File: config.mk
export PLATFORM = sky130hd
export DESIGN_NAME = ram8
export DESIGN_NICKNAME = d
export VERILOG_FILES = /design/src/rtl/ram8.sv
export SDC_FILE = /design/constraint.sdc
export NUM_CORES = 1
export LEC_CHECK = 0
export ABC_AREA = 1
export CORE_MARGIN = 2
export CORE_UTILIZATION = 31
export CTS_CLUSTER_SIZE = 20
export DETAILED_ROUTE_END_ITERATION = 8
export PLACE_DENSITY = 0.56
export REMOVE_ABC_BUFFERS = 1
export SLEW_MARGIN = 5
export SYNTH_ARGS = -nofsm -noshare
export SYNTH_HDL_FRONTEND = slang
export SYNTH_SLANG_ARGS = --single-unit
File: constraint.sdc
create_clock -name clk -period 5.3 [get_ports clk]
set_input_delay 0.795 -clock clk [delete_from_list [all_inputs] [get_ports clk]]
set_output_delay 0.795 -clock clk [all_outputs]
set_load 0.02 [all_outputs]
File: src/rtl/ram8.sv
// ram8: 8-word x WIDTH-bit memory with a one-hot write decode, per-word load
// registers (flop plus hold-mux feedback) and a three-level 8:1 read mux tree.
module ram8 #(
    parameter int WIDTH = 16
) (
    input  logic             clk,
    input  logic             rst,
    input  logic [WIDTH-1:0] in,
    input  logic             load,
    input  logic [2:0]       address,
    output logic [WIDTH-1:0] out
);

    logic [7:0]       wen_s;
    logic [WIDTH-1:0] word_r      [8];
    logic [WIDTH-1:0] word_next_s [8];
    logic [WIDTH-1:0] lvl1_s      [4];
    logic [WIDTH-1:0] lvl2_s      [2];

    // One-hot write-enable decode; an unknown load or address yields no enable
    always_comb begin
        wen_s = 8'b0000_0000;
        if (load == 1'b1) begin
            case (address)
                3'd0:    wen_s = 8'b0000_0001;
                3'd1:    wen_s = 8'b0000_0010;
                3'd2:    wen_s = 8'b0000_0100;
                3'd3:    wen_s = 8'b0000_1000;
                3'd4:    wen_s = 8'b0001_0000;
                3'd5:    wen_s = 8'b0010_0000;
                3'd6:    wen_s = 8'b0100_0000;
                3'd7:    wen_s = 8'b1000_0000;
                default: wen_s = 8'b0000_0000;
            endcase
        end else begin
            wen_s = 8'b0000_0000;
        end
    end

    // Per-word hold mux: load new data only when this word is enabled
    always_comb begin
        for (int i = 0; i < 8; i++) begin
            if (wen_s[i] == 1'b1) begin
                word_next_s[i] = in;
            end else begin
                word_next_s[i] = word_r[i];
            end
        end
    end

    // Word storage; reset clears every word immediately and beats a same-edge write
    always_ff @(posedge clk or posedge rst) begin
        if (rst) begin
            for (int i = 0; i < 8; i++) begin
                word_r[i] <= {WIDTH{1'b0}};
            end
        end else begin
            for (int i = 0; i < 8; i++) begin
                word_r[i] <= word_next_s[i];
            end
        end
    end

    // Combinational read tree: address[0] picks pairs, [1] quads, [2] halves
    always_comb begin
        for (int i = 0; i < 4; i++) begin
            if (address[0] == 1'b1) begin
                lvl1_s[i] = word_r[2*i+1];
            end else begin
                lvl1_s[i] = word_r[2*i];
            end
        end
        for (int j = 0; j < 2; j++) begin
            if (address[1] == 1'b1) begin
                lvl2_s[j] = lvl1_s[2*j+1];
            end else begin
                lvl2_s[j] = lvl1_s[2*j];
            end
        end
        if (address[2] == 1'b1) begin
            out = lvl2_s[1];
        end else begin
            out = lvl2_s[0];
        end
    end

endmodule

==> results.md <==
Layout:
- The area growth from synthesis to layout is 19.7%.
- Ranked by flip-flop count, first place goes to word_r.
- The commonest non-fill, non-tap cell in the layout is nand2_1.
- The largest registers in the layout are word_r: 128 flops.
- The number of antenna diodes in the final layout is 0.
- The flip-flop count of the largest register after layout is 128.
- The top cell types in the final layout, fill and taps aside, are nand2_1, o21ai_0, dfrtp_1.
- The net count of the finished layout is 860.
- Of the cells placed in the final design, the portion with a size suffix greater than 1 is 5.64%.

Placed design:
- During placement, the flow inserted port buffers numbering 37.
- The last weighted congestion value of the routability-driven placer is 0.721.
- Before CTS, the worst setup slack after placement is 1.57 ns.
- The HPWL after detailed placement is 8900 µm.

Timing:
- Summed over all failing endpoints, the final setup total negative slack is 0 ns.
- Based on the critical path, the design can be clocked at up to 0.277 GHz.
- Measured against its own limit, the worst slew margin works out to 21.1%.
- The final count of hold timing violations is 0.
- Setup repair after global routing left no endpoint under its margin.
- The worst path uses 68.1% of the clock period.
- The number of max-slew violations in the final report is 0.
- The minimum period implied by the final worst setup slack is 3.61 ns.
- The slew at the pin closest to its max-slew limit is 1.18 ns.
- Setup violations remaining at the end of the flow were counted as 0.
- Setup slack on the critical path of the routed design comes to 1.69 ns.
- The worst clock skew is 0 ns.

Critical path:
- The highest cell delay on the worst timing path is 0.60 ns.
- The kind of cell with the highest combined delay along the critical path is buffers and inverters.
- Of all nets on the critical path, the largest fanout is 19.
- STA classifies the critical path endpoint as an output pin.
- The number of buffers and inverters on the critical path is 4.
- The launching element of the worst setup path is address[2].
- The startpoint of the worst register-to-register path is word_r[114].
- The worst register-to-register path ends at word_r[114].
- At the worst endpoint, the arrival time is 2.82 ns.
- The register-to-register path setup slack is 4.57 ns.
- The slowest cell on the critical path is clkdlybuf4s50_1.
- The kind of critical path is in2out.
- The signal on the critical path passes through clkdlybuf4s50_1 -> buf_4 -> inv_1 -> nand2_1 -> nand2_1 -> clkdlybuf4s50_1.
- For the worst setup path, the data required time is 4.51 ns.
- Measured in cells, the most critical reg-to-reg path has a length of 2.
- STA classifies the critical path startpoint as a primary input.

Global route:
- The residual overflow from global routing is 0.
- The number of global-route vias before repair came to 4965.
- The number of antenna violations at the first check in global routing is 0.
- The pin count of the biggest net entering global routing is 68.
- For this run, the total global-route usage over all layers was measured as 16.3%.
- The first-pass GRT wire length is 25800 µm.

Floorplan:
- Once the floorplan was initialized, standard cells occupied 31.9% of the core.
- The standard-cell row count is 50.
- 38 I/O pins were placed.
- The horizontal extent of the die is 143 µm.
- The area of the die is 20500 µm².
- The die is 143 µm tall.
- The placeable core region is 18800 µm².

Logic synthesis:
- The gate count after technology mapping is 819.
- The post-synthesis average cell area is 7.33 µm².
- The fraction of post-synthesis cell area in the top cell type by area is 53.4%.
- Sorting the synthesized cells by area gives the leading types as dfrtp_1, nand2_1, o21ai_0.
- For this run, the number of Yosys warnings is 0.
- The number of distinct library cells after synthesis is 13.
- The cell taking the most area after synthesis is dfrtp_1.
- After synthesis, flip-flops and latches occupy 53.4% of the total area.
- The synthesized design contains 128 register bits.
- The mapped netlist covers 6000 µm².

Clocking:
- The setup fix buffers added after clock tree synthesis is 0.
- TritonCTS built the clock tree.
- The deepest clock path buffer count is 2.
- For this design, the CTS-stage hold fixing added 0 buffers.
- The total number of clock tree sinks is 128.
- In this run the number of H-tree levels came out at 4.
- The buffer cell driving the clock tree root is clkbuf_16.
- The number of gates resized after CTS was 0.
- Clock-pin slew was measured on the worst setup and hold paths at 0.05 ns.
- The number of clock buffers added by TritonCTS is 17.
- For the worst-skew pair, the clock arrives at the later sink with an insertion delay of 0.41 ns.

Drt:
- The vias after detailed routing is 5061.
- The average wire per standard cell is 13.9 µm.
- The final wirelength is 15400 µm.
- In this run the remaining antenna-violating nets after routing total 0.
- In the routed design, unresolved DRC markers number 0.
- The first TritonRoute pass finished after 5 iterations.
- In the routed layout, each cell is associated on average with a via count of 4.56.
- The iteration-0 DRC count of the detailed router is 388.

Power and ir drop:
- Across the VDD grid, the largest voltage drop is 223 µV.
- The total power per unit cell area is 409 nW/µm².
- For this design the static power due to leakage is 3.72 nW.

Outcome:
- The flow ran to the end, and the final reports show no timing, DRC or antenna violations.

Hold path:
- The type of the tightest min-delay check is reg2reg.
- The endpoint of the worst hold path is word_r[45].
- The cell count of the worst hold path is 2.
- The worst hold path startpoint is word_r[45].

Flow run:
- Max-cap violations in this run came to 0.
[worst register-to-register path, cell delays in order, from the launching register on]
cell and delay (ns):
dfrtp_1 0.38, nand2_1 0.06, o21ai_0 0.11
[cells in the mapped netlist]
library cell / number
nand2_1: 471
dfrtp_1: 128
o21ai_0: 128
inv_1: 37
buf_2: 26
clkbuf_1: 15
buf_1: 6
nor2_1: 3
buf_4: 1
inv_2: 1
nand3_1: 1
nor2_2: 1
nor3_2: 1
[stage by stage]
stage               utilization [%]  hold WS, ns  std cells  area, µm²  power [mW]
floorplan                         -        0.453        771       5790        1.58
global placement               34.9        0.465       1079       6570        1.74
detailed placement             34.9        0.473       1079       6570        1.75
CTS                            38.2        0.487       1111       7190        2.97
global route                   38.2        0.500       1111       7190        3.11
finish                         38.2        0.482       1111       7190        2.94
[cell families (layout without fill, tap and decap cells)]
logic type             Yosys count  count (layout)  share of synthesized area (%)
buffers and inverters           86             118                           5.98
DFF                            128             128                           53.4
AOI/OAI and AO/OA              128             128                           10.7
and+or+nand+nor                477             477                           30.0
[layout make-up]
| class | instances | area [µm²] |
|---|---|---|
| fillers | 2004 | 11600 |
| flip-flops and latches | 128 | 3200 |
| multi-input cells | 605 | 2450 |
| clock buffers | 22 | 484 |
| repair buffers | 48 | 448 |
| well taps | 260 | 325 |
| inverters | 38 | 145 |
| clock inverters | 10 | 133 |
[worst max-delay path by stage]
stage               slack, ns  cells after the start         to
floorplan                1.09                      1  word_r[0]
global placement         1.56                      6    out[14]
detailed placement       1.57                      6    out[13]
CTS                      1.57                      6    out[13]
global route             1.42                      6    out[12]
finish                   1.69                      6    out[13]
[power by group]
| part | switching (mW) | internal (mW) | total, mW |
|---|---|---|---|
| combinational | 0.280 | 0.190 | 0.470 |
| sequential | 0.0952 | 1.16 | 1.26 |
| clock | 0.423 | 0.786 | 1.21 |
[routing by layer]
| layer | track usage [%] | part of all wire [%] | vias to the layer above |
|---|---|---|---|
| met2 | 27.6 | 47 | 87 |
| met3 | 2.95 | 2.8 | 16 |
| li1 | - | - | 2565 |
| met1 | 21.4 | 49 | 2393 |
| met5 | 0 | 0 | - |
| met4 | 4.85 | 1.2 | 0 |
No activity file was read; power rests on OpenSTA's default activity.
